File: src/rtl/pipe_stage_skid.sv
// Inter-stage pipeline register with a 2-entry skid buffer, valid/ready handshake and flush.
// Optional statistics counters are built when PIPE_STAGE_STATS_EN is defined.
module pipe_stage_skid #(
  parameter int unsigned DATA_W = 64,
  parameter int unsigned CTRL_W = 8,
  parameter int unsigned STAT_W = 16
) (
  input  logic              clk,
  input  logic              rst_n,
  input  logic              flush,
  input  logic              in_valid,
  output logic              in_ready,
  input  logic [DATA_W-1:0] in_data,
  input  logic [CTRL_W-1:0] in_ctrl,
  output logic              out_valid,
  input  logic              out_ready,
  output logic [DATA_W-1:0] out_data,
  output logic [CTRL_W-1:0] out_ctrl,
  output logic [STAT_W-1:0] stall_cnt,
  output logic [STAT_W-1:0] bubble_cnt
);

  localparam logic [1:0] StEmpty = 2'd0;
  localparam logic [1:0] StOne   = 2'd1;
  localparam logic [1:0] StTwo   = 2'd2;

  logic [1:0]        state_q, state_d;
  logic              in_ready_q, in_ready_d;
  logic [DATA_W-1:0] main_data_q, main_data_d, skid_data_q, skid_data_d;
  logic [CTRL_W-1:0] main_ctrl_q, main_ctrl_d, skid_ctrl_q, skid_ctrl_d;
  logic              in_fire, out_fire;

  assign out_valid = (state_q == StOne) || (state_q == StTwo);
  assign in_ready  = in_ready_q;
  assign in_fire   = in_valid && in_ready_q;
  assign out_fire  = out_valid && out_ready;

  always_comb begin
    state_d     = state_q;
    main_data_d = main_data_q;
    main_ctrl_d = main_ctrl_q;
    skid_data_d = skid_data_q;
    skid_ctrl_d = skid_ctrl_q;
    case (state_q)
      StEmpty: begin
        if (in_fire) begin
          main_data_d = in_data;
          main_ctrl_d = in_ctrl;
          state_d     = StOne;
        end
      end
      StOne: begin
        if (in_fire && out_fire) begin
          main_data_d = in_data;
          main_ctrl_d = in_ctrl;
        end else if (in_fire) begin
          skid_data_d = in_data;
          skid_ctrl_d = in_ctrl;
          state_d     = StTwo;
        end else if (out_fire) begin
          state_d = StEmpty;
        end
      end
      StTwo: begin
        if (out_fire) begin
          main_data_d = skid_data_q;
          main_ctrl_d = skid_ctrl_q;
          state_d     = StOne;
        end
      end
      default: state_d = StEmpty;
    endcase
    // Flush overrides any transfer this cycle; stale payload bits are harmless once invalid.
    if (flush) begin
      state_d = StEmpty;
    end
    in_ready_d = (state_d != StTwo);
  end

  always_ff @(posedge clk or negedge rst_n) begin
    if (!rst_n) begin
      state_q     <= StEmpty;
      in_ready_q  <= 1'b1;
      main_data_q <= '0;
      main_ctrl_q <= '0;
      skid_data_q <= '0;
      skid_ctrl_q <= '0;
    end else begin
      state_q     <= state_d;
      in_ready_q  <= in_ready_d;
      main_data_q <= main_data_d;
      main_ctrl_q <= main_ctrl_d;
      skid_data_q <= skid_data_d;
      skid_ctrl_q <= skid_ctrl_d;
    end
  end

  assign out_data = main_data_q;
  // Invalid slots present a NOP control word downstream.
  assign out_ctrl = out_valid ? main_ctrl_q : '0;

`ifdef PIPE_STAGE_STATS_EN
  logic [STAT_W-1:0] stall_q, bubble_q;

  always_ff @(posedge clk or negedge rst_n) begin
    if (!rst_n) begin
      stall_q  <= '0;
      bubble_q <= '0;
    end else begin
      if (out_valid && !out_ready && (stall_q != '1)) begin
        stall_q <= stall_q + STAT_W'(1);
      end
      if (!out_valid && (bubble_q != '1)) begin
        bubble_q <= bubble_q + STAT_W'(1);
      end
    end
  end

  assign stall_cnt  = stall_q;
  assign bubble_cnt = bubble_q;
`else
  assign stall_cnt  = '0;
  assign bubble_cnt = '0;
`endif

endmodule

File: config.mk
export PLATFORM = sky130hd
export DESIGN_NAME = pipe_stage_skid
export DESIGN_NICKNAME = d
export VERILOG_FILES = /design/src/rtl/pipe_stage_skid.sv
export SDC_FILE = /design/constraint.sdc
export NUM_CORES = 1
export LEC_CHECK = 0
export CAP_MARGIN = 15
export CORE_ASPECT_RATIO = 0.5
export CORE_MARGIN = 3
export CORE_UTILIZATION = 49
export DETAILED_ROUTE_END_ITERATION = 7
export GPL_TIMING_DRIVEN = 0
export PLACE_DENSITY_LB_ADDON = 0.12
export SLEW_MARGIN = 20
export SYNTH_ARGS = -nofsm -noshare
export SYNTH_HDL_FRONTEND = slang
export SYNTH_SLANG_ARGS = --single-unit
File: constraint.sdc
create_clock -name clk -period 2.1 [get_ports clk]
set_input_delay 0.42 -clock clk [delete_from_list [all_inputs] [get_ports clk]]
set_output_delay 0.42 -clock clk [all_outputs]
set_load 0.01 [all_outputs]
==> results of run 1 <==
how the worst min path moves through the flow:
stage                                      from                     endpoint  slack (ns)  depth (start not counted)
floorplan                                 rst_n   main_ctrl_q[0]$_DFFE_PN0P_        0.12                          0
global placement     skid_data_q[1]$_DFFE_PN0P_   skid_data_q[1]$_DFFE_PN0P_        0.48                          1
detailed placement                        rst_n     out_data[49]$_DFFE_PN0P_        0.41                          1
CTS                 skid_data_q[63]$_DFFE_PN0P_  skid_data_q[63]$_DFFE_PN0P_        0.50                          1
global route        skid_data_q[19]$_DFFE_PN0P_  skid_data_q[19]$_DFFE_PN0P_        0.51                          1
finish              skid_data_q[19]$_DFFE_PN0P_  skid_data_q[19]$_DFFE_PN0P_        0.50                          1
power groups by stage:
stage,registers (mW),logic [mW],clock network [mW]
5_1_grt,5.05,4.94,3.07
4_1_cts,4.88,4.70,2.95
2_1_floorplan,5.01,2.55,0
6_report,4.88,4.64,2.90
3_5_place_dp,4.91,4.66,0
3_3_place_gp,4.86,4.57,0
stage by stage:
stage	std cells	hold slack (ns)	cell area, sq um	power (mW)
floorplan	485	0.1244	7141	7.557
global placement	827	0.4807	8882	9.427
detailed placement	828	0.4118	8915	9.571
CTS	863	0.5015	9543	12.53
global route	863	0.5115	9524	13.06
finish	863	0.5011	9524	12.42
flip-flops by register name (all words and copies together) (netlist names):
signal	count
in_ready	1
main_ctrl_q	8
out_data	64
skid_ctrl_q	8
skid_data_q	64
state_q	2
cells by family after synthesis:
kind of cell | share of synthesized area [%]
mux | 38.37
simple gates | 1.336
xor+xnor | 0.1247
fa+ha+maj | 0.7125
other cells | 0.05339
flops | 52.39
buf+inv | 5.754
compound gates | 1.264
Yosys cell counts (2+ instances only):
cell type / n / area share (%)
dfrtp_1: 146 / 52
buf_6: 7 / 1.1
and2_1: 9 / 0.80
ha_1: 4 / 0.71
a21boi_0: 2 / 0.21
mux2_2: 146 / 23
o211ai_1: 2 / 0.21
mux2_4: 70 / 15
buf_2: 8 / 0.57
clkbuf_1: 8 / 0.43
inv_1: 4 / 0.21
nand2_1: 3 / 0.16
buf_4: 32 / 3.4
timing repair:
| action | in CTS | in global routing |
|---|---|---|
| gates resized for setup | 36 | 13 |
| endpoints found under the hold margin | 65 | 0 |
| hold buffers | 1 | 0 |
| buffers inserted | 2 | 0 |
| setup endpoints to repair | 79 | 54 |
layout make-up:
cell class | instances | area [sq um]
fill | 974 | 4252
sequential | 147 | 3680
multi-input combinational | 279 | 3072
timing repair buffer | 154 | 1529
clock buffer | 19 | 432.9
buffer | 55 | 429.2
tap | 192 | 240.2
clock inverter | 13 | 126.4
inverter | 4 | 15.01
critical path, cell delays in order (launching register included):
cell	delay (ns)
dfrtp_1	0.40
inv_2	0.09
ha_4	0.13
a21boi_0	0.28
o22ai_2	0.16
o211ai_4	0.25
buf_6	0.27
mux2_4	0.32
layer usage:
layer / vias to the layer above / wire (um) / track usage (%)
met5: - / 0 / 0
met4: 0 / 124 / 5.172
met3: 15 / 919 / 5.835
met2: 117 / 6836 / 30.37
met1: 2115 / 6499 / 23.91
li1: 1961 / - / -
==> key figures, run 1 <==
Status
  • Outcome: finished, final reports clean

Yosys
  • Seq cells post-synth: ~150
  • Mapped Area: roughly 7000 sq um
  • YS warnings: 0
  • Number of enable flip-flop cells after synthesis: 0
  • Post-Synthesis Cells: ~450
  • Sequential area share after synthesis: 52.39%
  • Async SR Flop Fraction: 100.0%
  • Synth Flop Type: dfrtp_1
  • Synth Area per Inst: approximately 15 sq um
  • Yosys cell types: 26

Routing
  • Number of remaining DRC errors: 0
  • Drt pass-1 iters: 4
  • Final wirelength: approximately 14000 um
  • Avg WL per Cell: between 15 and 20 um
  • Vias: 4208
  • Initial DRC Count: approximately 150
  • Post-route ant nets: 0
  • Drt via density: a little under 5

Timing
  • RSZ-0062 raised after global routing: false
  • Layout Skew: between 0.01 and 0.015 ns
  • Setup WS post-layout: slightly above 0.07 ns
  • Fin. Hold Viols: 0
  • Share of the clock period used by the worst path after layout: a little over nine tenths
  • Final setup fails: 0
  • Fmax: 0.4930 GHz
  • Setup TNS: 0 ns
  • Final Max Tran Viols: 0
  • Worst slew pin tran: between 0.5 and 0.6 ns
  • Final worst path period need: ~2.0 ns
  • Rel. slew slack: between 60% and 70%

Critical path
  • Setup crit start: state_q[0]$_DFF_PN0_
  • R2r worst-path depth: 7
  • CP required: between 2 and 2.5 ns
  • CP Class: reg -> reg
  • Setup crit end: out_data[56]$_DFFE_PN0P_
  • Critical Path End Type: flop
  • Reg2reg start: state_q[0]$_DFF_PN0_
  • Worst R2R Setup Slack: just over 0.07 ns
  • Crit start category: flop
  • Critical path peak fanout: 10
  • WP data arrival: roughly 2.3 ns
  • Reg-to-reg endpoint: out_data[56]$_DFFE_PN0P_

Final layout
  • P&R area growth vs syn: 35.59%
  • ANT cells: 0
  • Most frequent cells in the layout: 146 x mux2_2, 146 x dfrtp_1, 140 x clkdlybuf4s50_1
  • Layout cells sized above 1: approximately 48%
  • Final #Nets: between 700 and 800
  • Final core occ: just under 70%

Power and ir drop
  • Psw: between 3 and 4 mW
  • Comb pwr share: around 37%
  • Peak supply drop: 0.6651 mV
  • Clk pwr share: a little under a quarter
  • Flop pwr share: just under 40%
  • Switching Fraction: between 20 and 30%
  • Int Pwr: between 8 and 9 mW
  • Leakage power: between 4 and 5 nW
  • Pwr dens: approximately 1300 nW/um^2

Placement
  • GP Congestion: slightly above 0.7
  • Post-DP HPWL: between 9000 and 10000 um
  • Pre-CTS setup slack: -0.2597 ns
  • IO Port Bufs: 150

Run
  • Max-cap violations: 0

Worst hold path
  • Worst min path class: reg -> reg

GRT
  • Largest net degree at the start of global routing: a little over 80
  • Vias in the first global route: ~4400
  • GR Overflow Total: 0
  • Antenna violations before repair: 0
  • First-pass GRT wire length: about 23000 um
  • Tot GR Track Use: 18.55%

Clock network
  • Clk pin slew, worst setup/hold paths: around 0.06 ns
  • TritonCTS buffer count: 17
  • CTS sink count: about 150
  • CTS H-tree depth: 4
  • Worst skew pair latency: about 0.41 ns
  • Root Driver: clkbuf_16
  • Clk buf depth: 2
  • CTS tree: yes

Die
  • Die X: between 150 and 200 um
  • Core region area: around 14000 sq um
  • Die Ht: 90.66 um
  • # rows: 30
  • IO Count: approximately 180
  • Starting density of the core: between 50% and 60%
  • Die Area: 15900 sq um
Power figures use the tool's default switching activity.
==> inputs of run 2 (changes only) <==
--- a/config.mk
+++ b/config.mk
@@ -7,9 +7,9 @@
 export LEC_CHECK = 0
 export CAP_MARGIN = 15
 export CORE_ASPECT_RATIO = 0.5
-export CORE_MARGIN = 3
 export CORE_UTILIZATION = 49
 export DETAILED_ROUTE_END_ITERATION = 7
+export GPL_ROUTABILITY_DRIVEN = 0
 export GPL_TIMING_DRIVEN = 0
 export PLACE_DENSITY_LB_ADDON = 0.12
 export SLEW_MARGIN = 20
==> run 2 against run 1 <==
The run now ends with hold timing left. Cell area increased by 1.0%. Flip-flop and latch count unchanged. Sequential power about the same. Fmax increased by 0.50%. Register-to-register slack improved by 0.04 ns. Critical path depth decreased by 1. Hold slack got worse by 0.50 ns. Largest cell class unchanged. Largest power group unchanged.
==> key figures, run 2 (synthesized netlist as in run 1, its figures left out) <==
Clock network
  • Root Driver: clkbuf_16
  • CTS H-tree depth: 4 (unchanged)
  • CTS tree: yes
  • TritonCTS buffer count: 17 (unchanged)
  • Worst skew pair latency: 0.41 ns (about the same)
  • Clk buf depth: 2 (unchanged)
  • Clk pin slew, worst setup/hold paths: 0.06 ns (about the same)
  • CTS sink count: 147 (unchanged)

Timing
  • Fmax: 0.4954 GHz (+0.50%)
  • Final worst path period need: 2.018 ns (-0.01001 ns)
  • Layout Skew: 0.009699 ns (-0.0008897 ns)
  • Final Max Tran Viols: 0 (unchanged)
  • Fin. Hold Viols: 1 (+1)
  • Setup TNS: 0 ns (unchanged)
  • Share of the clock period used by the worst path after layout: 96.12% (-0.48 points)
  • RSZ-0062 raised after global routing: true
  • Rel. slew slack: 52.80% (-11 points)
  • Final setup fails: 0 (unchanged)
  • Hold slack: -0.0002735 ns (-0.5014 ns)
  • Worst slew pin tran: 0.7080 ns (+0.1652 ns)

Final layout
  • P&R area growth vs syn: 36.94%
  • Multi-input gate area: 3069 sq um (about the same)
  • Sequential cell area: 3680 sq um (unchanged)
  • Final #Nets: 744 (+0.68%)
  • Filler cells: 951 (-2.4%)
  • Most frequent cells in the layout: 146 x mux2_2, 146 x dfrtp_1, 140 x clkdlybuf4s50_1
  • ANT cells: 0 (unchanged)
  • Layout cells sized above 1: 48.30% (+0.46 points)

Status
  • Outcome: finished with violations
  • Failing checks: hold timing

Critical path
  • Worst R2R Setup Slack: 0.11 ns (+0.04 ns)
  • Critical path peak fanout: 9 (-1)
  • Crit start category: flop
  • CP required: 1.68 ns (-0.71 ns)
  • Critical Path End Type: output port
  • CP Class: reg -> out
  • Reg-to-reg endpoint: out_data[62]$_DFFE_PN0P_
  • R2r worst-path depth: 9 (+2)
  • WP data arrival: 1.60 ns (-0.71 ns)
  • Reg2reg start: state_q[1]$_DFF_PN0_

GRT
  • First-pass GRT wire length: 21980 um (-4.9%)
  • Antenna violations before repair: 0 (unchanged)
  • Tot GR Track Use: 19.50% (+0.95 points)
  • GR Overflow Total: 0 (unchanged)
  • Vias in the first global route: 4190 (-4.5%)
  • Largest net degree at the start of global routing: 93 (+13%)

Placement
  • Post-DP HPWL: 9332 um (-5.0%)
  • IO Port Bufs: 150 (unchanged)

Die
  • Die X: 171.3 um (-2.3%)
  • Die Area: 14850 sq um (-6.6%)
  • # rows: 30 (unchanged)
  • Die Ht: 86.66 um (-4.4%)
  • Core region area: 13780 sq um (unchanged)
  • Starting density of the core: 50.99% (unchanged)
  • IO Count: 183 (unchanged)

Power and ir drop
  • Peak supply drop: 0.7081 mV (+6.5%)
  • Leakage power: 4.342 nW (+2.0%)
  • Pwr dens: 1324 nW/um^2 (+1.6%)

Run
  • Max-cap violations: 0 (unchanged)

Routing
  • Vias: 4163 (-1.1%)
  • Drt pass-1 iters: 4 (unchanged)
  • Initial DRC Count: 145 (-2.0%)
  • Post-route ant nets: 0 (unchanged)
  • Number of remaining DRC errors: 0 (unchanged)
  • Drt via density: 4.802 (-1.5%)
  • Final wirelength: 13520 um (-6.0%)
  • Avg WL per Cell: 15.59 um (-6.4%)

Worst hold path
  • Worst min path class: in -> async
run 2: changes by cell type in the layout (fill, tap and decap cells not counted), sizes merged, moves of 2 or more:
cell           change
buf               +21
bufinv             +3
clkbuf            -13
clkdlybuf4s15      -2
inv                -3
run 2: repair_timing:
action                                  in CTS  in global routing
endpoints found under the setup margin      79                 73
pin swaps                                    0                  1
gates resized for setup                     46                 16
hold buffers                                 0                  0
setup buffers                                5                  3
hold endpoints to repair                     0                  0
run 2: critical path, stage by stage (launching register included):
cell	delay (ns)
dfrtp_1	0.38
buf_4	0.14
inv_2	0.07
ha_4	0.21
buf_8	0.13
and2_1	0.13
buf_2	0.13
run 2: how the worst max path moves through the flow:
| stage | startpoint | to | slack (ns) | cells past startpoint |
|---|---|---|---|---|
| 5_1_grt | state_q[0]$_DFF_PN0_ | out_data[26]$_DFFE_PN0P_ | -0.03 | 6 |
| 2_1_floorplan | state_q[0]$_DFF_PN0_ | main_ctrl_q[0]$_DFFE_PN0P_ | 0.19 | 6 |
| 6_report | state_q[1]$_DFF_PN0_ | out_ctrl[4] | 0.08 | 6 |
| 4_1_cts | state_q[1]$_DFF_PN0_ | out_data[51]$_DFFE_PN0P_ | 0.005 | 8 |
| 3_5_place_dp | state_q[0]$_DFF_PN0_ | out_data[51]$_DFFE_PN0P_ | -0.27 | 6 |
| 3_3_place_gp | rst_n | out_data[46]$_DFFE_PN0P_ | -5.53 | 1 |
run 2: through the flow:
| step | utilization, % | area, sq um | setup slack [ns] | instances | power, mW |
|---|---|---|---|---|---|
| after detailed placement | 64.71 | 8915 | -0.2665 | 828 | 9.534 |
| after global placement | 64.48 | 8882 | -5.526 | 827 | 9.393 |
| after CTS | 69.38 | 9558 | 0.004943 | 864 | 12.78 |
| final | 69.83 | 9619 | 0.08152 | 867 | 12.74 |
| after global routing | 69.83 | 9619 | -0.02768 | 867 | 13.41 |
| after floorplan | - | 7141 | 0.1910 | 485 | 7.557 |
run 2: area by class of cell:
| cell class | count | share of cell area, % |
|---|---|---|
| Sequential cell | 147 | 38.25 |
| Multi-Input combinational cell | 279 | 31.91 |
| Timing Repair Buffer | 159 | 16.27 |
| Buffer | 55 | 4.514 |
| Clock buffer | 19 | 4.501 |
| Tap cell | 192 | 2.497 |
| Clock inverter | 12 | 1.899 |
| Inverter | 4 | 0.1561 |
run 2: report_power, final:
group	switching, mW	leakage [nW]	internal (mW)
Sequential	0.672	1.74	4.18
Combinational	1.60	2.32	3.11
Clock	1.19	0.290	1.99
Total	3.46	4.34	9.28
run 2: layer usage:
metal	wire, um	global-route usage, %	vias up
met1	6334	26.24	2064
li1	-	-	1964
met4	97	5.682	0
met2	6299	31.01	125
met3	785	5.388	10
met5	0	0	-
